`src/rtl/fpadd_vector_sequencer.sv`:
```
// Operand sequencer for the board-level FP adder: applies four fixed operand pairs,
// checks each adder result after the pipeline latency and holds each vector for display.
module fpadd_vector_sequencer #(
   parameter int ADD_LATENCY  = 2,
   parameter int DWELL_CYCLES = 50_000_000,
   parameter int DWELL_W      = 26
) (
   input  logic        clk,
   input  logic        reset,
   input  logic        hold,
   input  logic        rerun,
   input  logic [31:0] result,
   output logic [31:0] reg_A,
   output logic [31:0] reg_B,
   output logic [1:0]  vec_index,
   output logic        match,
   output logic [2:0]  err_count,
   output logic        done,
   output logic        all_pass,
   output logic [2:0]  dbg_state_o
);

   // Handshake: none. result is sampled once per vector, ADD_LATENCY+1 cycles after
   // the operands change; the extra cycle is a guard against a late adder output.

   localparam int LAT_W = $clog2(ADD_LATENCY + 1);
   localparam logic [LAT_W-1:0]   LAT_LAST   = LAT_W'(ADD_LATENCY);
   localparam logic [DWELL_W-1:0] DWELL_LAST = DWELL_W'(DWELL_CYCLES - 1);

   typedef enum logic [2:0] {
      S_LOAD  = 3'd0,
      S_WAIT  = 3'd1,
      S_CHECK = 3'd2,
      S_DWELL = 3'd3,
      S_DONE  = 3'd4
   } state_t;

   state_t             state_q, state_d;
   logic [1:0]         idx_q, idx_d;
   logic [LAT_W-1:0]   lat_q, lat_d;
   logic [DWELL_W-1:0] dwell_q, dwell_d;
   logic [31:0]        a_q, a_d, b_q, b_d;
   logic [1:0]         vec_q, vec_d;
   logic               match_q, match_d;
   logic [2:0]         err_q, err_d;
   logic               done_q, done_d;
   logic               pass_q, pass_d;

   function automatic logic [31:0] tab_a(input logic [1:0] i);
      case (i)
         2'd0:    tab_a = 32'h6b64b235;
         2'd1:    tab_a = 32'h3f800000;
         2'd2:    tab_a = 32'h40000000;
         default: tab_a = 32'h3f800000;
      endcase
   endfunction

   function automatic logic [31:0] tab_b(input logic [1:0] i);
      case (i)
         2'd0:    tab_b = 32'h6ac49214;
         2'd1:    tab_b = 32'h3f800000;
         2'd2:    tab_b = 32'h40400000;
         default: tab_b = 32'hbf800000;
      endcase
   endfunction

   function automatic logic [31:0] tab_sum(input logic [1:0] i);
      case (i)
         2'd0:    tab_sum = 32'h6ba37d9f;
         2'd1:    tab_sum = 32'h40000000;
         2'd2:    tab_sum = 32'h40a00000;
         default: tab_sum = 32'h00000000;
      endcase
   endfunction

   always_comb begin
      state_d = state_q;
      idx_d   = idx_q;
      lat_d   = lat_q;
      dwell_d = dwell_q;
      a_d     = a_q;
      b_d     = b_q;
      vec_d   = vec_q;
      match_d = match_q;
      err_d   = err_q;
      done_d  = done_q;
      pass_d  = pass_q;
      case (state_q)
         S_LOAD: begin
            a_d     = tab_a(idx_q);
            b_d     = tab_b(idx_q);
            vec_d   = idx_q;
            match_d = 1'b0;
            lat_d   = '0;
            state_d = S_WAIT;
         end
         S_WAIT: begin
            if (lat_q == LAT_LAST) begin
               state_d = S_CHECK;
            end else begin
               lat_d = lat_q + 1'b1;
            end
         end
         S_CHECK: begin
            match_d = (result == tab_sum(idx_q));
            if ((result != tab_sum(idx_q)) && (err_q != 3'd4)) begin
               err_d = err_q + 3'd1;
            end
            dwell_d = '0;
            state_d = S_DWELL;
         end
         S_DWELL: begin
            if (!hold) begin
               if (dwell_q == DWELL_LAST) begin
                  if (idx_q == 2'd3) begin
                     state_d = S_DONE;
                     done_d  = 1'b1;
                     pass_d  = (err_q == 3'd0);
                  end else begin
                     idx_d   = idx_q + 2'd1;
                     state_d = S_LOAD;
                  end
               end else begin
                  dwell_d = dwell_q + 1'b1;
               end
            end
         end
         S_DONE: begin
            if (rerun) begin
               idx_d   = 2'd0;
               err_d   = 3'd0;
               done_d  = 1'b0;
               pass_d  = 1'b0;
               state_d = S_LOAD;
            end
         end
         default: state_d = S_LOAD;
      endcase
   end

   always_ff @(posedge clk or negedge reset) begin
      if (!reset) begin
         state_q <= S_LOAD;
         idx_q   <= '0;
         lat_q   <= '0;
         dwell_q <= '0;
         a_q     <= '0;
         b_q     <= '0;
         vec_q   <= '0;
         match_q <= 1'b0;
         err_q   <= '0;
         done_q  <= 1'b0;
         pass_q  <= 1'b0;
      end else begin
         state_q <= state_d;
         idx_q   <= idx_d;
         lat_q   <= lat_d;
         dwell_q <= dwell_d;
         a_q     <= a_d;
         b_q     <= b_d;
         vec_q   <= vec_d;
         match_q <= match_d;
         err_q   <= err_d;
         done_q  <= done_d;
         pass_q  <= pass_d;
      end
   end

   assign reg_A       = a_q;
   assign reg_B       = b_q;
   assign vec_index   = vec_q;
   assign match       = match_q;
   assign err_count   = err_q;
   assign done        = done_q;
   assign all_pass    = pass_q;
   assign dbg_state_o = state_q;

endmodule

```
`config.mk`:
```
export PLATFORM = sky130hd
export DESIGN_NAME = fpadd_vector_sequencer
export DESIGN_NICKNAME = d
export VERILOG_FILES = /design/src/rtl/fpadd_vector_sequencer.sv
export SDC_FILE = /design/constraint.sdc
export NUM_CORES = 1
export LEC_CHECK = 0
export BUFFER_PORTS_ARGS = -buffer_cell sky130_fd_sc_hd__buf_2
export CORE_ASPECT_RATIO = 2
export CORE_MARGIN = 2
export CORE_UTILIZATION = 51
export CTS_CLUSTER_SIZE = 12
export DETAILED_ROUTE_END_ITERATION = 16
export PLACE_DENSITY_LB_ADDON = 0.08
export SYNTH_ARGS = -nofsm -noshare
export SYNTH_HDL_FRONTEND = slang
export SYNTH_SLANG_ARGS = --single-unit
```
`constraint.sdc`:
```
create_clock -name clk -period 3.37 [get_ports clk]
set_clock_uncertainty 0.1 [all_clocks]
set_input_delay 0.337 -clock clk [delete_from_list [all_inputs] [get_ports clk]]
set_output_delay 0.337 -clock clk [all_outputs]
set_load 0.005 [all_outputs]
```
======== Word-level counts from Yosys, hierarchy flattened ========
Cells that the tools add are included.
storage, ports and cells
  register bits ........................... 105
  bits of input ports ..................... 36
  word-level logic and storage cells ...... 83
operators by class
  $add $sub $neg .......................... 4
  equality and inequality tests ........... 21
  muxes and demuxes ....................... 32
  reductions and logical operators ........ 15
operator list
  kind                                                                    number
  32-bit case mux with 3 select lines                                     1
  31-bit case mux with 3 select lines                                     1
  31-bit case mux with 2 select lines                                     1
  26-bit two-way mux                                                      2
  26-bit case mux with 2 select lines                                     1
  32-bit equality test                                                    1
  32-bit two-way mux                                                      1
  32-bit != test                                                          1
  26-bit by 1-bit adder with 26-bit output (second input constant)        1
  26-bit equality test (second input constant)                            1
  3-bit two-way mux                                                       6
  2-bit != test (second input constant)                                   9
  3-bit case mux with 5 select lines                                      1
  2-bit two-way mux                                                       5
  5-bit AND reduction                                                     2
  2-bit nonzero test                                                      5
  2-bit case mux with 2 select lines                                      2
  1-bit two-way mux                                                       7
  2-bit equality test (second input constant)                             3
  3-bit by 2-bit equality test with 1-bit output (second input constant)  2
  3-bit zero test                                                         2
  1-bit case mux with 2 select lines                                      3
  3-bit case mux with 2 select lines                                      1
  3-bit AND reduction                                                     2
  other kinds (10)                                                        11

======== Depth between registers and ports, before layout ========
Gate-level depths: netlist (run 1).
  word-level depth ........................ 7
  depth in mapped cells ................... 8

======== Worst setup path after synthesis (run 1) ========
No wires, ideal clock.
  path kind ............................... flip-flop to flip-flop
  start ................................... register idx_q[0]
  end ..................................... register err_q[0] (netlist: err_count[0])
  setup time .............................. 0.125 ns
  arrival time ............................ 2.184 ns
  data required time ...................... 3.145 ns
  slack ................................... 0.961 ns
  stages on the path, launching flop included .. 9
  period minus slack after synthesis ...... 2.409 ns
  cell sequence ........................... dfrtp_1 inv_1 ha_1 clkbuf_1 nor2_1 o21ai_0 a2111oi_0 a21oi_1 mux2_2
between the ends
  word-level cells in the longest chain between the ends .. 7
  elaborated cells between the ends (all ways) .. 9
ends and longest elaborated chain
  item                                         RTL line  RTL
  start, declared                              39        logic [1:0] idx_q, idx_d;
  start signal, assigned                       156       idx_q <= idx_d;
  2-bit equality test (tied with other cells)  68        case (i)
  31-bit case mux with 3 select lines (*)      68
  32-bit two-way mux (*)                       88        case (state_q)
  32-bit != test (*)                           106       if ((result != tab_sum(idx_q)) && (err_q != 3'd4)) begin
  1-bit logical AND (*)                        106
  2-bit != test (no source line) (*)           --
  3-bit AND reduction (no source line) (*)     --
  end signal, assigned                         163       err_q <= err_d;
  end, declared                                45        logic [2:0] err_q, err_d;
Mark *: on every way between the ends. The rest lies on a longest branch, timed or not. The select of a mux whose other input is x is not followed.
A chain may end at the register's enable or synchronous reset.

======== Final worst setup path (run 1) ========
Ends and elaborated chain as after synthesis.

==> results of run 1 <==
## worst max-delay path by stage
stage,from,endpoint,slack (ns),cells after the start
floorplan,idx_q[0]$_DFFE_PN0P_,err_count[0]$_DFFE_PN0P_,0.96,8
global placement,idx_q[0]$_DFFE_PN0P_,err_count[0]$_DFFE_PN0P_,0.74,7
detailed placement,idx_q[0]$_DFFE_PN0P_,err_count[0]$_DFFE_PN0P_,0.65,7
CTS,idx_q[0]$_DFFE_PN0P_,err_count[0]$_DFFE_PN0P_,0.64,7
global route,idx_q[0]$_DFFE_PN0P_,err_count[0]$_DFFE_PN0P_,0.33,7
finish,idx_q[0]$_DFFE_PN0P_,err_count[0]$_DFFE_PN0P_,0.67,7
## critical path, cell delays in order, from the launching register on
cell	delay, ns
dfrtp_1	0.42
inv_1	0.09
ha_1	0.30
nor2_1	0.24
o21ai_0	0.11
a2111oi_0	0.73
a21oi_1	0.26
mux2_2	0.34
## area by class of cell
type	instances	area (um2)	area share
well taps	86	108	0.0305
inverters	12	45.0	0.0128
flip-flops and latches	48	1200	0.340
repair buffers	85	435	0.123
multi-input cells	260	1610	0.455
clock buffers	6	129	0.0365
clock inverters	1	5.00	0.00142
## cells in the final DEF, fill, tap and decap left out, drive strengths merged, types with 12 or more instances in the layout
master,synthesis,layout
nor4,15,15
o31ai,12,12
nor2,27,27
conb,1,29
a21oi,20,20
nand2,29,29
buf,60,85
nand3,13,13
dfrtp,48,48
or4,16,16
inv,12,12
## flip-flops by register name, indices dropped and copies added, names as in the netlist
name and cells:
dwell_q 26, reg_B 4, dbg_state_o 3, err_count 3, reg_A 3, idx_q 2, lat_q 2, vec_index 2
all_pass 1, done 1, match 1
## stage by stage
stage | util | cell area [um2] | cells | setup slack (ns) | power (mW)
final | 0.569 | 3530 | 498 | 0.669 | 2.23
after global routing | 0.569 | 3530 | 498 | 0.329 | 2.42
after CTS | 0.569 | 3530 | 498 | 0.638 | 2.25
after detailed placement | 0.547 | 3400 | 491 | 0.654 | 1.78
after global placement | 0.547 | 3400 | 491 | 0.740 | 1.75
after floorplan | - | 3350 | 393 | 0.961 | 1.59
## report_power, final
part / internal [mW] / switching, mW / total (mW)
sequential: 0.758 / 0.213 / 0.971
clock: 0.270 / 0.195 / 0.465
combinational: 0.378 / 0.415 / 0.793
## routing by layer
layer / vias to the layer above / GRT usage
li1: 1329 / -
met1: 1286 / 0.281
met2: 58 / 0.349
met3: 10 / 0.0299
met4: 0 / 0.0681
met5: - / 0
## logic make-up (layout without fill, tap and decap cells)
kind of cell,after synthesis,after routing,share of synthesized area
xor+xnor,10,10,0.0270
simple gates,142,142,0.245
compound gates,60,60,0.121
buf+inv,85,104,0.168
flops,48,48,0.371
mux,11,11,0.0371
other cells,1,29,0.00116
fa+ha+maj,8,8,0.0309
==> summary.md, run 1 <==
| Metric | Value |
|---|---|
| Clock buffer depth | 2 |
| FILL cells | 587 |
| RR Startpoint | idx_q[0]$_DFFE_PN0P_ |
| CTS hold repair buffers | 0 |
| Crit end category | register |
| Clock root buffer master | clkbuf_16 |
| Initial antenna violation count | 0 |
| Sequential-to-total area share from yosys stat | 0.371 |
| PortBufs | 81 |
| Met3 WL | 205 um |
| Worst R2R Path Depth | 7 |
| Synth area leaders | dfrtp_1, buf_4, nand2_1, or4_1, nor2_1 |
| Wire per inst | 14.2 um |
| Unrepaired setup endpoints after global routing | false |
| Startpoint Class | register |
| Reg2reg setup slack | 0.67 ns |
| Setup violators final | 0 |
| Synth top area share | 0.371 |
| Fin Hold WS | 0.149 ns |
| Cell Area, Synth | 3240 um2 |
| Static Leak | 1.62 nW |
| DR top layer | met4 |
| Tcrit/Tclk final | 0.801 |
| Post-synth top cells | buf_4, dfrtp_1, nand2_1, nor2_1, a21oi_1 |
| Post-CTS Setup Inserts | 0 |
| Global-route wire length before repair | 11,700 um |
| ANT nets after route | 0 |
| Vias in the first global route | 2,462 |
| Area growth from synthesis to layout | 8.92% |
| Clock Pin Slew Worst Setup and Hold Paths | 0.06 ns |
| Slew headroom | 0.294 |
| Fmax | 370 MHz |
| Async SR Flop Fraction | 1.00 |
| # H-tree levels | 2 |
| Worst skew pair latency | 0.28 ns |
| Slew Viols, Final | 0 |
| Final WL | 7080 um |
| RR Endpoint | err_count[0]$_DFFE_PN0P_ |
| Max_cap viols | 0 |
| HPWL Detailed | 5220 um |
| Routed vias/inst | 5.39 |
| Mapped Cells | 365 |
| Met2 WL | 3690 um |
| EDFF count, synth | 0 |
| Crit path required time | 3.44 ns |
| Top-Level Pins | 111 |
| Die area | 7050 um2 |
| Slew @ Worst Pin | 1.06 ns |
| Top-count cell post-synth | buf_4 |
| DR pass1 iterations | 4 |
| GR Overflow Total | 0 |
| Critical path type | reg -> reg |
| Final min period | 2.70 ns |
| CTS tree | built |
| Largest area contributor in the netlist | dfrtp_1 |
| Site row count | 41 |
| Top_reg_cell synth | dfrtp_1 |
| Antenna diodes | 0 |
| Pwr/cell area | 631 nW/um2 |
| TritonCTS Buffers | 5 |
| Sum of negative setup slack | 0 ns |
| DRT iter0 DRCs | 124 |
| Status | complete, no violations |
| Post-Syn Area per Cell | 8.88 um2 |
| Core box area | 6210 um2 |
| Yosys cell types | 54 |
| Register bit count reported by yosys | 48 |
| Hold Crit Class | in -> async |
| Worst VDD drop | 0.000364 V |
| Final nets | 456 |
| Critical Path AT | 2.77 ns |
| Initial Util | 0.522 |
| Post-cts resize count | 0 |
| Vias | 2,683 |
| All-Layer GR Usage | 0.212 |
| Pin count of the biggest net entering global routing | 49 |
| CTS sink cnt | 48 |
| Worst Path Max Fanout | 9 |
| Metal-1 WL | 3050 um |
| Ys Warns | 0 |
| Die outline width | 60.4 um |
| Die height | 117 um |
| Placer Congestion | 0.838 |
| # DRC | 0 |
| Fraction of layout cells with a size suffix above 1 | 0.265 |
| Final hold vios | 0 |
Power figures use the tool's default switching activity.
==> run 2, diff against run 1 <==
==> constraint.sdc (replaced) <==
create_clock -name clk -period 2.5 [get_ports clk]
set_clock_uncertainty 0.1 [all_clocks]
set_input_delay 0.25 -clock clk [delete_from_list [all_inputs] [get_ports clk]]
set_output_delay 0.25 -clock clk [all_outputs]
set_load 0.005 [all_outputs]
==> run 2 against run 1 <==
  * Maximum frequency is 13% higher
  * Register-to-register slack got worse by 0.56 ns
  * Final area increased by 4.0%
  * Worst hold slack got worse by 0.041 ns
  * Total power is 41% higher
  * Sequential share of layout area shrank 1.3 points
  * Largest cell class unchanged
==> summary.md, run 2 (synthesized netlist as in run 1, its figures left out) <==
| Metric | Value |
|---|---|
| Vias in the first global route | 2,626 (+6.7%) |
| CTS tree | built |
| Design Power | 3.13 mW (+41%) |
| WP buf/inv | 1 (unchanged) |
| # H-tree levels | 2 (unchanged) |
| Max reg flops | 26 (unchanged) |
| Status | complete, no violations |
| All-Layer GR Usage | 0.219 (+0.00686) |
| Clock power frac | 0.214 (+0.006) |
| Top-Level Pins | 111 (unchanged) |
| Crit path required time | 2.61 ns (-0.83 ns) |
| Worst Path Max Fanout | 12 (+3) |
| Largest delay share family, worst path | simple AND/OR/NAND/NOR gates |
| Final hold vios | 0 (unchanged) |
| Static Leak | 1.69 nW (+4.0%) |
| Final nets | 470 (+3.1%) |
| Largest stage delay on the critical path | 0.50 ns (-0.23 ns) |
| Critical Path AT | 2.50 ns (-0.27 ns) |
| Pin count of the biggest net entering global routing | 49 (unchanged) |
| Dpl ws | 0.0570 ns (-0.596 ns) |
| Comb pwr share | 0.377 (+0.021) |
| Tcrit/Tclk final | 0.956 (+0.155) |
| Startpoint Class | register |
| Setup violators final | 0 (unchanged) |
| Sw Ratio | 0.370 (+0.000572) |
| Worst skew pair latency | 0.29 ns (about the same) |
| Wire per inst | 13.8 um (-3.0%) |
| Dpl cells | 504 (+2.6%) |
| Final core occ | 0.592 (+0.0230) |
| Hold Crit Class | in -> reg |
| Site row count | 41 (unchanged) |
| Initial Util | 0.522 (unchanged) |
| Pwr/cell area | 853 nW/um2 (+35%) |
| Most frequent cells in the layout | buf_2, dfrtp_1, nand2_1, conb_1, nor2_1 |
| Commonest non-fill, non-tap cell in the layout | buf_2 |
| Global-route wire length before repair | 12,000 um (+2.5%) |
| TritonCTS Buffers | 5 (unchanged) |
| Fmax | 418 MHz (+13%) |
| Routed vias/inst | 5.34 (-0.93%) |
| Slowest-stage cell, CP | or4b_4 |
| Clock buffer depth | 2 (unchanged) |
| Critical path cell sequence | ha_2 > inv_1 > or3_4 > or4b_4 > or4_1 > a21oi_1 |
| # DRC | 0 (unchanged) |
| Crit end category | register |
| CTS sink cnt | 48 (unchanged) |
| Design Area, Final | 3670 um2 (+4.0%) |
| Core box area | 6210 um2 (unchanged) |
| DRT iter0 DRCs | 73 (-41%) |
| Worst VDD drop | 0.000466 V (+28%) |
| Area growth from synthesis to layout | 13.3% |
| Slew Viols, Final | 0 (unchanged) |
| Vias | 2,738 (+2.0%) |
| PortBufs | 81 (unchanged) |
| Unrepaired setup endpoints after global routing | false |
| Die outline width | 60.4 um (unchanged) |
| HPWL Detailed | 5370 um (+2.9%) |
| Placer Congestion | 0.959 (+14%) |
| Clock root buffer master | clkbuf_16 |
| Fin Hold WS | 0.108 ns (-0.0414 ns) |
| DR pass1 iterations | 4 (unchanged) |
| Max_cap viols | 0 (unchanged) |
| Critical path type | reg -> reg |
| Clock Pin Slew Worst Setup and Hold Paths | 0.07 ns (about the same) |
| P_int | 1.97 mW (+41%) |
| Antenna diodes | 0 (unchanged) |
| GR Overflow Total | 0 (unchanged) |
| Final WL | 7070 um (about the same) |
| ANT nets after route | 0 (unchanged) |
| Initial antenna violation count | 0 (unchanged) |
| Area after DPL | 3510 um2 (+3.2%) |
| Sum of negative setup slack | 0 ns (unchanged) |
| Fraction of layout cells with a size suffix above 1 | 0.297 (+0.0329) |
| Top reg by flops | dwell_q |
| Switching pwr | 1.16 mW (+41%) |
| Reg power frac | 0.409 (-0.027) |
| Final critical-path setup slack | 0.109 ns (-0.560 ns) |
| Final min period | 2.39 ns (-0.310 ns) |
| Die area | 7050 um2 (unchanged) |
| Post-route insts no fill | 513 (+3.0%) |
| Die height | 117 um (unchanged) |
## run 2: cell types whose count changed in the layout (fill, tap and decap cells not counted), sizes merged
cell and delta:
buf +13, clkbuf -1, clkinvlp +2, dlygate4sd3 +1
## run 2: final cells by class
class,count,area (um2)
Clock buffer,5,125
Clock inverter,3,23.8
Fill cell,569,2530
Inverter,12,45.0
Multi-Input combinational cell,260,1610
Sequential cell,48,1200
Tap cell,86,108
Timing Repair Buffer,99,556
## run 2: worst register-to-register path, cell delays in order, from the launching register on
cell and delay [ns]:
dfrtp_2 0.42, ha_2 0.22, inv_1 0.07, or3_4 0.44, or4b_4 0.51, or4_1 0.41
a21oi_1 0.15
## run 2: what timing repair did
action                                 CTS  global route
setup endpoints to repair                0             8
hold buffers                             1             0
gates resized for setup                  0             4
setup buffers                            0             0
endpoints found under the hold margin   48             0
## run 2: worst paths after layout
kind	startpoint	to	slack, ns	cells after the start
max in group asynchronous	reset	dwell_q[0]$_DFFE_PN0P_	1.68	3
max reg2reg	dwell_q[0]$_DFFE_PN0P_	dwell_q[20]$_DFFE_PN0P_	0.11	6
min in group asynchronous	reset	all_pass$_DFFE_PN0P_	0.39	3
min reg2reg	vec_index[1]$_DFFE_PN0P_	vec_index[1]$_DFFE_PN0P_	0.41	1
max	dwell_q[0]$_DFFE_PN0P_	dwell_q[20]$_DFFE_PN0P_	0.11	6
min	rerun	dbg_state_o[2]$_DFFE_PN0P_	0.11	2
## run 2: power by group through the flow
| stage | sequential (mW) | clock (mW) | combinational, mW |
|---|---|---|---|
| finish | 1.28 | 0.672 | 1.18 |
| global route | 1.33 | 0.711 | 1.37 |
| CTS | 1.28 | 0.687 | 1.19 |
| detailed placement | 1.29 | 0 | 1.18 |
| global placement | 1.27 | 0 | 1.15 |
| floorplan | 1.26 | 0 | 0.885 |
## run 2: metal layers
metal	routed length, um	GRT usage	part of all wire
met1	3080	0.272	0.44
met2	3660	0.378	0.52
met3	213	0.0299	0.030
met4	125	0.0756	0.018
met5	0	0	0
